===== config.mk =====
export PLATFORM = sky130hd
export DESIGN_NAME = object_spawner
export DESIGN_NICKNAME = d
export VERILOG_FILES = /design/src/rtl/object_spawner_pkg.sv /design/src/rtl/object_spawner_lfsr.sv /design/src/rtl/object_spawner.sv
export SDC_FILE = /design/constraint.sdc
export NUM_CORES = 1
export LEC_CHECK = 0
export ABC_CLOCK_PERIOD_IN_PS = 5100
export BUFFER_PORTS_ARGS = -buffer_cell sky130_fd_sc_hd__buf_2
export CAP_MARGIN = 25
export CELL_PAD_IN_SITES_DETAIL_PLACEMENT = 1
export CELL_PAD_IN_SITES_GLOBAL_PLACEMENT = 2
export CORE_MARGIN = 2
export CORE_UTILIZATION = 30
export DETAILED_ROUTE_END_ITERATION = 10
export PLACE_DENSITY_LB_ADDON = 0.15
export SLEW_MARGIN = 40
export SYNTH_ARGS = -nofsm -noshare
export SYNTH_HDL_FRONTEND = slang
export SYNTH_SLANG_ARGS = --single-unit

===== constraint.sdc =====
create_clock -name clk -period 5.1 [get_ports clk]
set_clock_uncertainty 0.15 [all_clocks]
set_input_delay 0.765 -clock clk [delete_from_list [all_inputs] [get_ports clk]]
set_output_delay 0.765 -clock clk [all_outputs]
set_load 0.03 [all_outputs]

===== src/rtl/object_spawner_pkg.sv =====
// Shared types and constants for the falling-object spawner.
// Every coordinate and the LFSR state are the same 11-bit unsigned width.
package object_spawner_pkg;

    localparam int WIDTH = 11;

    // Feedback taps for x^11 + x^9 + 1
    localparam int LFSR_TAP_HI = 10;
    localparam int LFSR_TAP_LO = 8;

    localparam logic [WIDTH-1:0] DEFAULT_LFSR_SEED = 11'h001;

    typedef logic [WIDTH-1:0] coord_t;

endpackage


===== src/rtl/object_spawner_lfsr.sv =====
// Free-running 11-bit Fibonacci LFSR (period 2047, never all-zero).
// The seed must be nonzero or the register locks up at zero.
module object_spawner_lfsr
    import object_spawner_pkg::*;
#(
    parameter coord_t SEED = DEFAULT_LFSR_SEED
) (
    input  logic             clk,
    input  logic             rst,
    output logic [WIDTH-1:0] out
);

    always_ff @(posedge clk or posedge rst) begin
        if (rst) begin
            out <= SEED;
        end else begin
            out <= {out[WIDTH-2:0], out[LFSR_TAP_HI] ^ out[LFSR_TAP_LO]};
        end
    end

endmodule


===== src/rtl/object_spawner.sv =====
// Falling game object: steps down one row every STEP_DIV clocks and respawns
// at the top in a pseudo-random column once it passes the bottom row.
module object_spawner
    import object_spawner_pkg::*;
#(
    parameter int     STEP_DIV  = 4,
    parameter int     X_MAX     = 639,
    parameter int     Y_MAX     = 479,
    parameter coord_t LFSR_SEED = DEFAULT_LFSR_SEED
) (
    input  logic             clk,
    input  logic             rst,
    output logic [WIDTH-1:0] random_number,
    output logic [WIDTH-1:0] object_position,
    output logic [WIDTH-1:0] object_row,
    output logic             respawn
);

    localparam int               CNT_W    = (STEP_DIV > 1) ? $clog2(STEP_DIV) : 1;
    localparam logic [CNT_W-1:0] CNT_LAST = CNT_W'(STEP_DIV - 1);
    localparam coord_t           X_LIMIT  = coord_t'(X_MAX);
    localparam coord_t           X_SPAN   = coord_t'(X_MAX + 1);
    localparam coord_t           Y_LIMIT  = coord_t'(Y_MAX);

    // X_SPAN >= 512, so three subtractions bring any 11-bit value into range.
    function automatic coord_t reduce(input coord_t r);
        coord_t v;
        v = r;
        for (int i = 0; i < 3; i++) begin
            if (v > X_LIMIT) begin
                v = v - X_SPAN;
            end
        end
        return v;
    endfunction

    logic [CNT_W-1:0] step_cnt;
    logic             step;

    object_spawner_lfsr #(
        .SEED (LFSR_SEED)
    ) lfsr (
        .clk  (clk),
        .rst  (rst),
        .out  (random_number)
    );

    assign step = (step_cnt == CNT_LAST);

    always_ff @(posedge clk or posedge rst) begin
        if (rst) begin
            step_cnt <= '0;
        end else if (step) begin
            step_cnt <= '0;
        end else begin
            step_cnt <= step_cnt + CNT_W'(1);
        end
    end

    // The column is taken from the LFSR value visible before the respawn edge.
    always_ff @(posedge clk or posedge rst) begin
        if (rst) begin
            object_row      <= '0;
            object_position <= '0;
            respawn         <= 1'b0;
        end else begin
            respawn <= 1'b0;
            if (step) begin
                if (object_row < Y_LIMIT) begin
                    object_row <= object_row + coord_t'(1);
                end else begin
                    object_row      <= '0;
                    object_position <= reduce(random_number);
                    respawn         <= 1'b1;
                end
            end
        end
    end

endmodule


=== Word level (Yosys, flattened, before mapping) ===
Cells that the tools add are included.

* Word-level logic and storage cells: 29
* Register bits after elaboration: 36
* Input port bits: 2
* Output and inout bits: 34

* Bitwise logic cells: 2
* Muxes and demuxes: 11
* Equality and inequality tests: 1
* Add/sub/neg operators: 5
* Reductions and logical operators: 1
* Magnitude comparators: 4

{| class="wikitable"
|+ Operators by type and width
! operator !! count
|-
| $mux W11 || 8
|-
| $gt A11 B10 Y1 const B || 3
|-
| $sub A11 B10 Y11 const B || 3
|-
| $add A11 B1 Y11 const B || 1
|-
| $lt A11 B9 Y1 const B || 1
|-
| $add A2 B1 Y2 const B || 1
|-
| $eq A2 B2 Y1 const B || 1
|-
| $mux W1 || 2
|-
| $mux W2 || 1
|-
| $reduce_and A2 Y1 || 1
|-
| $not A1 Y1 || 1
|-
| $xor A1 B1 Y1 || 1
|}

=== Longest topological paths before layout ===
Gate-level depths: netlist of the first run.

* Depth after elaboration: 10
* Depth in mapped cells: 21
* Mapped depth without buffers: 19

=== Cells and area by module ===
A second synthesis of the first run with hierarchy kept.

* Cell total of the unflattened synthesis: 179
* Area, all modules: 1876.8 um^2

{| class="wikitable"
|+ By module, submodules not included
! module !! cells an instance !! sequential area each (um^2) !! area each (um^2) !! times used
|-
| object_spawner || 166 || 625.6 || 1587.8 || 1
|-
| object_spawner_lfsr || 13 || 276.5 || 289.0 || 1
|}

=== Worst setup path after synthesis of the first run ===
OpenSTA, ideal clock, no wires.

* Kind: reg2reg
* Start point: register lfsr.out[7]
* End point: register object_position[7]
* Arrival time: 3.566 ns
* Clock period less this slack: 3.858 ns
* Data required time: 4.809 ns
* Stages on the path, launching flop included: 20
* Buffers on the path: 2
* Setup time: 0.141 ns
* Path slack: 1.242 ns
* Cells stage by stage: dfrtp_1 > buf_6 > inv_1 > ha_1 > buf_6 > inv_1 > a31o_1 > a311oi_1 > a21o_1 > ha_1 > inv_1 > a31o_2 > inv_2 > o32ai_2 > nor2_2 > mux2_4 > ha_1 > o31ai_2 > or3_1 > a31oi_1

* Longest elaborated chain between the ends: 10
* Elaborated cells on any way between the ends: 13
* Those cells by class: add/sub (3); order compare (3); mux (7)

{| class="wikitable"
|+ Ends and longest elaborated chain
! element !! RTL line !! RTL
|-
| from (decl) || object_spawner_lfsr.sv:10 || <nowiki>output logic [WIDTH-1:0] out</nowiki>
|-
| from (signal assigned) || object_spawner_lfsr.sv:17 || <nowiki>out <= {out[WIDTH-2:0], out[LFSR_TAP_HI] ^ out[LFSR_TAP_LO]};</nowiki>
|-
| $sub A11 B10 Y11 or $gt A11 B10 Y1 (tied branches) || object_spawner.sv:31, object_spawner.sv:30 ||
|-
| $mux W11 (*) || object_spawner.sv:30 || <nowiki>if (v > X_LIMIT) begin</nowiki>
|-
| $mux W11 (*) || object_spawner.sv:69 || <nowiki>if (object_row < Y_LIMIT) begin</nowiki>
|-
| $mux W11 (*) || object_spawner.sv:68 || <nowiki>if (step) begin</nowiki>
|-
| $sub A11 B10 Y11 or $gt A11 B10 Y1 (tied branches) || object_spawner.sv:31, object_spawner.sv:30 ||
|-
| $mux W11 (*) || object_spawner.sv:30 ||
|-
| $mux W11 (*) || object_spawner.sv:69 ||
|-
| $mux W11 (*) || object_spawner.sv:68 ||
|-
| $sub A11 B10 Y11 or $gt A11 B10 Y1 (tied branches) || object_spawner.sv:31, object_spawner.sv:30 ||
|-
| $mux W11 (*) || object_spawner.sv:30 ||
|-
| to (signal assigned) || object_spawner.sv:73 || <nowiki>object_position <= reduce(random_number);</nowiki>
|-
| to (decl) || object_spawner.sv:14 || <nowiki>output logic [WIDTH-1:0] object_position,</nowiki>
|}

Every way passes the cells marked *; elsewhere a longest branch is shown, timed or not. The select of a mux whose other input is x is not followed.
A chain may end at the register's enable or synchronous reset.

=== Final worst setup path of the first run ===
Ends and elaborated chain as after synthesis.

==> results of run 1 <==
[worst register-to-register path, cell delays in order (launching register included)]
cell and delay (ns):
dfrtp_1 0.51, inv_1 0.20, ha_1 0.35, inv_1 0.07, a31o_1 0.22, a311oi_1 0.32
a21o_1 0.19, ha_1 0.19, inv_1 0.06, a31o_2 0.23, inv_2 0.07, o32ai_2 0.10
nor2_2 0.25, mux2_4 0.33, ha_1 0.25, o31ai_2 0.34, o21ai_0 0.12, a31oi_1 0.19
[flip-flops by register name (all words and copies together) (netlist names)]
name             cells
step_cnt             2
respawn              1
object_position     11
object_row          11
lfsr.out            11
[metrics by stage]
| step | hold slack [ns] | area (um^2) | cells | util [%] |
|---|---|---|---|---|
| floorplan | 0.253 | 1940 | 199 | - |
| global placement | 0.266 | 2130 | 302 | 33.7 |
| detailed placement | 0.266 | 2130 | 302 | 33.7 |
| CTS | 0.282 | 2230 | 310 | 35.3 |
| global route | 0.290 | 2230 | 310 | 35.3 |
| finish | 0.280 | 2230 | 310 | 35.3 |
[cell families after synthesis]
group	count (synthesis)	synth area share [%]
AO/OA/AOI/OAI	51	19.3
XOR/XNOR	2	0.902
adder cells (fa/ha/maj)	7	4.51
buffers and inverters	22	7.15
flip-flops	36	46.5
multiplexers	4	2.38
AND/OR/NAND/NOR	77	19.3
[worst paths after layout]
path	endpoint	depth (start not counted)	from	slack, ns
setup / recovery	object_position[7]$_DFFE_PP0P_	17	lfsr.out[7]$_DFF_PP0_	0.90
max in group asynchronous	lfsr.out[0]$_DFF_PP1_	3	rst	4.03
hold / removal	lfsr.out[1]$_DFF_PP0_	0	lfsr.out[0]$_DFF_PP1_	0.28
setup reg to reg	object_position[7]$_DFFE_PP0P_	17	lfsr.out[7]$_DFF_PP0_	0.90
hold reg to reg	lfsr.out[1]$_DFF_PP0_	0	lfsr.out[0]$_DFF_PP1_	0.28
min in group asynchronous	object_position[6]$_DFFE_PP0P_	3	rst	0.43
[layer usage]
metal	vias to the layer above	part of all wire [%]	routed length [um]	track usage [%]
met5	-	0	0	0
met1	775	52	2440	19.6
met4	0	1.4	67	4.47
met2	23	44	2090	21.7
met3	7	2.6	125	3.05
li1	772	-	-	-
[synth_stat cells (all sizes together) (2+ instances only)]
master and number:
nand2 36, dfrtp 35, o21ai 15, nor2 13, inv 12, nand3 8, a21oi 7, ha 7
and3 5, buf 5, clkbuf 5, or3 4, a21o 3, a31oi 3, a211oi 2, a311oi 2
a31o 2, mux2 2, mux2i 2, nand2b 2, nor2b 2, nor3 2, o31ai 2, o32ai 2
[placed cells by master (no fill, tap or decap), types with 2 or more instances in the layout]
| master | n |
|---|---|
| nor2b_1 | 2 |
| nand2b_1 | 2 |
| a31oi_1 | 3 |
| nor2_1 | 12 |
| mux2i_1 | 2 |
| and3_1 | 5 |
| or3_1 | 4 |
| inv_2 | 2 |
| nand2_1 | 35 |
| a311oi_1 | 2 |
| a211oi_1 | 2 |
| dfrtp_1 | 35 |
| nor3_2 | 2 |
| a21oi_1 | 7 |
| a21o_1 | 2 |
| buf_2 | 35 |
| o21ai_0 | 15 |
| ha_1 | 7 |
| nand3_1 | 8 |
| inv_1 | 10 |
| clkbuf_8 | 7 |
[power by group through the flow]
stage                     combinational (W)  clock (W)  sequential (W)
after floorplan                  0.00000420          0        0.000291
after global placement           0.00000717          0        0.000291
after detailed placement         0.00000710          0        0.000291
after CTS                        0.00000715   0.000234        0.000285
after global routing             0.00000762   0.000245        0.000285
final                            0.00000646   0.000223        0.000285
[cell type report]
type	count	area (um^2)	area share [%]
well taps	77	96.3	4.33
multi-input cells	141	901	40.4
repair buffers	36	183	8.20
flip-flops and latches	36	902	40.5
clock buffers	8	100	4.49
inverters	12	45.0	2.02
==> parameters.txt, run 1 <==
Parameter                              Value

Run status
  Run status ... complete, no violations

Clock network
  TritonCTS clock tree ... built
  Cts repair resizes ... 0
  TritonCTS Buffers ... 5
  Buffer count from post-CTS setup fixing ... 0
  Clock sink count ... 36
  CTS H-tree depth ... 2
  Source-to-sink clock delay at the later pin of the worst-skew pair ... between 0.2 and 0.3 ns
  Clock transition at the register clock pins on the worst setup and hold paths after CTS ... 0.07 ns
  CTS Hold Bufs ... 0
  Clock root buffer master ... clkbuf_8
  Clock Tree Buf Depth ... 2

Logic synthesis
  Total nets after synthesis ... 208
  Share of async-settable or async-resettable flops after synthesis ... 100%
  Synth area leaders ... dfrtp_1, nand2_1, ha_1
  Total number of yosys warnings ... 0
  Cells after synthesis ... 199
  Area share of the largest cell type after synthesis ... 45.1%
  EDFF count, synth ... 0
  Cell variety after synth ... 55
  Cell type contributing the most total cell area after synthesis ... dfrtp_1
  Post-Synthesis Cell Area ... 1940 um^2
  Predominant post-synthesis flop cell ... dfrtp_1
  Average footprint of a synthesized cell ... 9.76 um^2
  Total of flip-flops plus latches after synthesis ... 36
  Sequential-to-total area share from yosys stat ... 46.5%

Power and ir drop
  Portion of total power attributed to sequential cells ... 55.4%
  Sw Ratio ... between 20% and 30%
  P_sw ... around 0.00011 W
  Share of total power in the clock network ... 43.3%
  Power Density ... 231 nW/um^2
  Internal power consumption ... 0.000410 W
  Leak Pwr ... about 1.2 nW
  Combinational share of power ... 1.3%
  Total Power ... 0.000515 W
  VDD IR-drop max ... 133 uV

Job
  Max-capacitance violation count ... 0

Setup path
  CP max stage delay ... 0.51 ns
  CP endpoint kind ... register
  Launching element type of the critical path ... register
  Crit Path Class ... register to register
  Buf+Inv Stages, Crit Path ... 4
  Maximum fanout encountered on the critical timing path ... 12
  CP Data Arrival Time ... 4.25 ns
  Required time at the endpoint of the critical path ... 5.15 ns
  Cell chain of the critical path ... inv_1 -> ha_1 -> inv_1 -> a31o_1 -> a311oi_1 -> a21o_1 -> ha_1 -> inv_1 -> a31o_2 -> inv_2 -> o32ai_2 -> nor2_2 -> mux2_4 -> ha_1 -> o31ai_2 -> o21ai_0 -> a31oi_1
  Cell family with most CP delay ... compound AO/OA/AOI/OAI gates
  Slowest stage cell, crit path ... dfrtp_1

Global routing
  Via count of the first global-routing pass ... between 1,500 and 2,000
  GRT Overall Usage ... 14.0%
  Initial antenna violation count ... 0
  Maximum number of pins on one net before global-route repair ... 37
  Global-route wire length before repair ... 8100 um
  Grt ovf ... 0

Floorplan
  Die height ... around 84 um
  I/O pins ... 36
  X dimension of the die ... 84.5 um
  Number of core rows ... 29
  Core footprint ... 6310 um^2
  Die Area ... 7130 um^2
  Starting density of the core ... 30.8%

Placed design
  Routability Congestion ... 0.752
  Post-Place Setup Slack ... 0.908 ns
  Half-perimeter wire length after detailed placement ... 3380 um
  Total of buffers placed on input and output ports ... 35

Timing
  Number of failing setup endpoints in the final timing report ... 0
  Relative slew slack ... between 50% and 60%
  Unrepaired setup endpoints after global routing ... false
  Slew at the pin closest to its max-slew limit ... 0.645 ns
  Post-route setup slack ... 0.899 ns
  Setup Total Neg Slack ... 0 ns
  Peak Freq ... 238 MHz
  Count of final max-slew check failures ... 0
  Final hold violation count ... 0
  Tmin final ... approximately 4.2 ns
  Crit share post-route ... 82.4%

Detailed routing
  Vias after detailed routing ... ~1,600
  Avg Vias per Cell ... 5.09
  Routed wire length per instance ... between 15 and 20 um
  First-pass detailed-route iteration total ... 3
  Count of unresolved DRC violations after routing ... 0
  Number of nets with antenna violations after routing ... 0
  Total length of routed wires ... roughly 4700 um
  Iteration-0 DRC Markers ... 36

Worst hold path
  Worst min-delay path category ... register to register

Cells and area
  Number of antenna repair diodes ... 0
  Area grow syn2layout ... 14.7%
  Layout cells sized above 1 ... between 20% and 30%
  Count of nets after finishing ... 241
  Filler cells ... 776
Note: power is estimated with default switching activity, not from simulation.
==> inputs of run 2 (changes only) <==
--- a/config.mk
+++ b/config.mk
@@ -5,7 +5,7 @@
 export SDC_FILE = /design/constraint.sdc
 export NUM_CORES = 1
 export LEC_CHECK = 0
-export ABC_CLOCK_PERIOD_IN_PS = 5100
+export ABC_CLOCK_PERIOD_IN_PS = 4300
 export BUFFER_PORTS_ARGS = -buffer_cell sky130_fd_sc_hd__buf_2
 export CAP_MARGIN = 25
 export CELL_PAD_IN_SITES_DETAIL_PLACEMENT = 1
==> constraint.sdc (replaced) <==
create_clock -name clk -period 4.3 [get_ports clk]
set_clock_uncertainty 0.15 [all_clocks]
set_input_delay 0.645 -clock clk [delete_from_list [all_inputs] [get_ports clk]]
set_output_delay 0.645 -clock clk [all_outputs]
set_load 0.03 [all_outputs]
==> run 2 against run 1 <==
Against the previous run: via count is 0.76% higher; combinational power is 18% higher; first-iteration DRC count is 28% lower; cell count is 0.97% higher; non-clock buffer count is 4 higher; largest power group unchanged.
==> parameters.txt, run 2 (same netlist as run 1, synthesis figures left out) <==
Parameter                              Value

Global routing
  Initial antenna violation count ... 0 (unchanged)
  Via count of the first global-routing pass ... 1,645 (+1.1%)
  GRT Overall Usage ... 14.5% (+0.47 points)
  Grt ovf ... 0 (unchanged)
  Maximum number of pins on one net before global-route repair ... 37 (unchanged)
  Global-route wire length before repair ... 8220 um (+1.4%)

Floorplan
  Number of core rows ... 29 (unchanged)
  X dimension of the die ... 84.5 um (unchanged)
  Die Area ... 7130 um^2 (unchanged)
  I/O pins ... 36 (unchanged)
  Core footprint ... 6310 um^2 (unchanged)
  Starting density of the core ... 30.8% (unchanged)
  Die height ... 84.5 um (unchanged)

Clock network
  TritonCTS Buffers ... 5 (unchanged)
  Clock Tree Buf Depth ... 2 (unchanged)
  CTS Hold Bufs ... 0 (unchanged)
  Clock root buffer master ... clkbuf_8
  TritonCTS clock tree ... built
  Source-to-sink clock delay at the later pin of the worst-skew pair ... 0.28 ns (about the same)
  Clock sink count ... 36 (unchanged)
  CTS H-tree depth ... 2 (unchanged)
  Clock transition at the register clock pins on the worst setup and hold paths after CTS ... 0.07 ns (about the same)

Detailed routing
  Count of unresolved DRC violations after routing ... 0 (unchanged)
  Vias after detailed routing ... 1,589 (+0.76%)
  Routed wire length per instance ... 15.5 um (+1.6%)
  Iteration-0 DRC Markers ... 26 (-28%)
  Total length of routed wires ... 4850 um (+2.5%)
  First-pass detailed-route iteration total ... 4 (+1)
  Number of nets with antenna violations after routing ... 0 (unchanged)
  Avg Vias per Cell ... 5.08 (-0.20%)

Setup path
  Buf+Inv Stages, Crit Path ... 1 (-3)
  CP max stage delay ... 0.55 ns (+0.04 ns)
  CP endpoint kind ... register
  CP Data Arrival Time ... 4.00 ns (-0.25 ns)
  Maximum fanout encountered on the critical timing path ... 8 (-4)
  Required time at the endpoint of the critical path ... 4.35 ns (-0.80 ns)
  Crit Path Class ... register to register
  Top cell by count, worst path ... ha_1
  Launching element type of the critical path ... register
  Cell chain of the critical path ... and3_2 -> and2_2 -> nand2_1 -> a311oi_1 -> a21o_1 -> ha_1 -> inv_1 -> a31o_2 -> nand3_1 -> o32ai_1 -> nor2_2 -> mux2_4 -> ha_1 -> o31ai_2 -> o21ai_0 -> a31oi_1
  Cell family with most CP delay ... compound AO/OA/AOI/OAI gates
  Slowest stage cell, crit path ... dfstp_2

Cells and area
  Number of antenna repair diodes ... 0 (unchanged)
  Filler cells ... 769 (-0.90%)
  Sequential cell area ... 902 um^2 (unchanged)
  Footprint of the multi-input gates ... 903 um^2 (+0.28%)
  Leading registers by flop count ... lfsr.out (11), object_position (11), object_row (11)
  Area grow syn2layout ... 16.2%
  Layout cells sized above 1 ... 27.1% (+2.2 points)
  Most frequent cells in the layout ... nand2_1, buf_2, dfrtp_1
  Count of nets after finishing ... 245 (+1.7%)

Timing
  Relative slew slack ... 58.4% (+1.4 points)
  Slew at the pin closest to its max-slew limit ... 0.623 ns (-0.0217 ns)
  Peak Freq ... 253 MHz (+6.5%)
  Unrepaired setup endpoints after global routing ... false
  Crit share post-route ... 91.8% (+9.4 points)
  Count of final max-slew check failures ... 0 (unchanged)
  Number of failing setup endpoints in the final timing report ... 0 (unchanged)
  Post-route setup slack ... 0.353 ns (-0.545 ns)
  Final hold violation count ... 0 (unchanged)
  Worst hold slack ... 0.269 ns (-0.0106 ns)
  Setup Total Neg Slack ... 0 ns (unchanged)
  Tmin final ... 3.95 ns (-0.255 ns)

Power and ir drop
  Power Density ... 269 nW/um^2 (+16%)
  Total Power ... 0.000606 W (+18%)
  Leak Pwr ... 1.17 nW (+1.6%)
  VDD IR-drop max ... 139 uV (+4.4%)

Job
  Max-capacitance violation count ... 0 (unchanged)

Placed design
  Post-Place Setup Slack ... 0.255 ns (-0.653 ns)
  Total of buffers placed on input and output ports ... 35 (unchanged)
  Routability Congestion ... 0.771 (+2.5%)
  Half-perimeter wire length after detailed placement ... 3430 um (+1.5%)

Run status
  Run status ... complete, no violations

Worst hold path
  Worst min-delay path category ... register to register
run 2: cell types whose count changed in the layout (fill, tap and decap cells not counted):
cell | previous run | this run
buf_4 | 1 | 5
and4_2 | 0 | 1
and3_2 | 0 | 1
clkbuf_1 | 1 | 0
and3_1 | 5 | 4
and4_1 | 1 | 0
run 2: layout make-up:
| type | count | area share, % |
|---|---|---|
| clock buffers | 7 | 4.27 |
| inverters | 12 | 2.00 |
| multi-input cells | 141 | 40.0 |
| flip-flops and latches | 36 | 40.0 |
| well taps | 77 | 4.27 |
| repair buffers | 40 | 9.43 |
run 2: power breakdown:
| part | switching, W | internal, W |
|---|---|---|
| Combinational | 0.00000665 | 0.000000988 |
| Clock | 0.000117 | 0.000143 |
| Sequential | 0 | 0.000338 |
| Total | 0.000124 | 0.000482 |
run 2: worst reg2reg max path, delay by kind of cell, from the launching register on:
| kind | cells | cell delay, ns |
|---|---|---|
| buf+inv | 1 | 0.06 |
| flops | 1 | 0.55 |
| mux | 1 | 0.33 |
| fa+ha+maj | 2 | 0.43 |
| simple gates | 5 | 0.86 |
| compound gates | 7 | 1.49 |
run 2: routing by layer:
metal	routed length [um]	GRT usage [%]
met1	2290	19.4
met2	2340	23.7
met3	163	3.54
met4	51	3.75
met5	0	0
run 2: repair_timing:
item / CTS / global route
gates resized for setup: 0 / 2
endpoints found under the setup margin: 0 / 2
setup buffers: 0 / 0
run 2: worst paths after layout:
| path | end | depth (start not counted) | startpoint | slack (ns) |
|---|---|---|---|---|
| worst min register to register | lfsr.out[1]$_DFF_PP0_ | 0 | lfsr.out[0]$_DFF_PP1_ | 0.27 |
| worst max register to register | object_position[7]$_DFFE_PP0P_ | 16 | lfsr.out[0]$_DFF_PP1_ | 0.35 |
| worst min-delay path | lfsr.out[1]$_DFF_PP0_ | 0 | lfsr.out[0]$_DFF_PP1_ | 0.27 |
| min in group asynchronous | object_row[1]$_DFFE_PP0P_ | 3 | rst | 0.30 |
| max in group asynchronous | lfsr.out[0]$_DFF_PP1_ | 3 | rst | 3.34 |
| worst max-delay path | object_position[7]$_DFFE_PP0P_ | 16 | lfsr.out[0]$_DFF_PP1_ | 0.35 |
run 2: metrics by stage:
stage                     util (%)  instance area, um^2  instances
final                         35.7                 2260        313
after global routing          35.7                 2260        313
after CTS                     35.7                 2250        313
after detailed placement      34.2                 2160        306
after global placement        34.2                 2160        306
after floorplan                  -                 1940        199
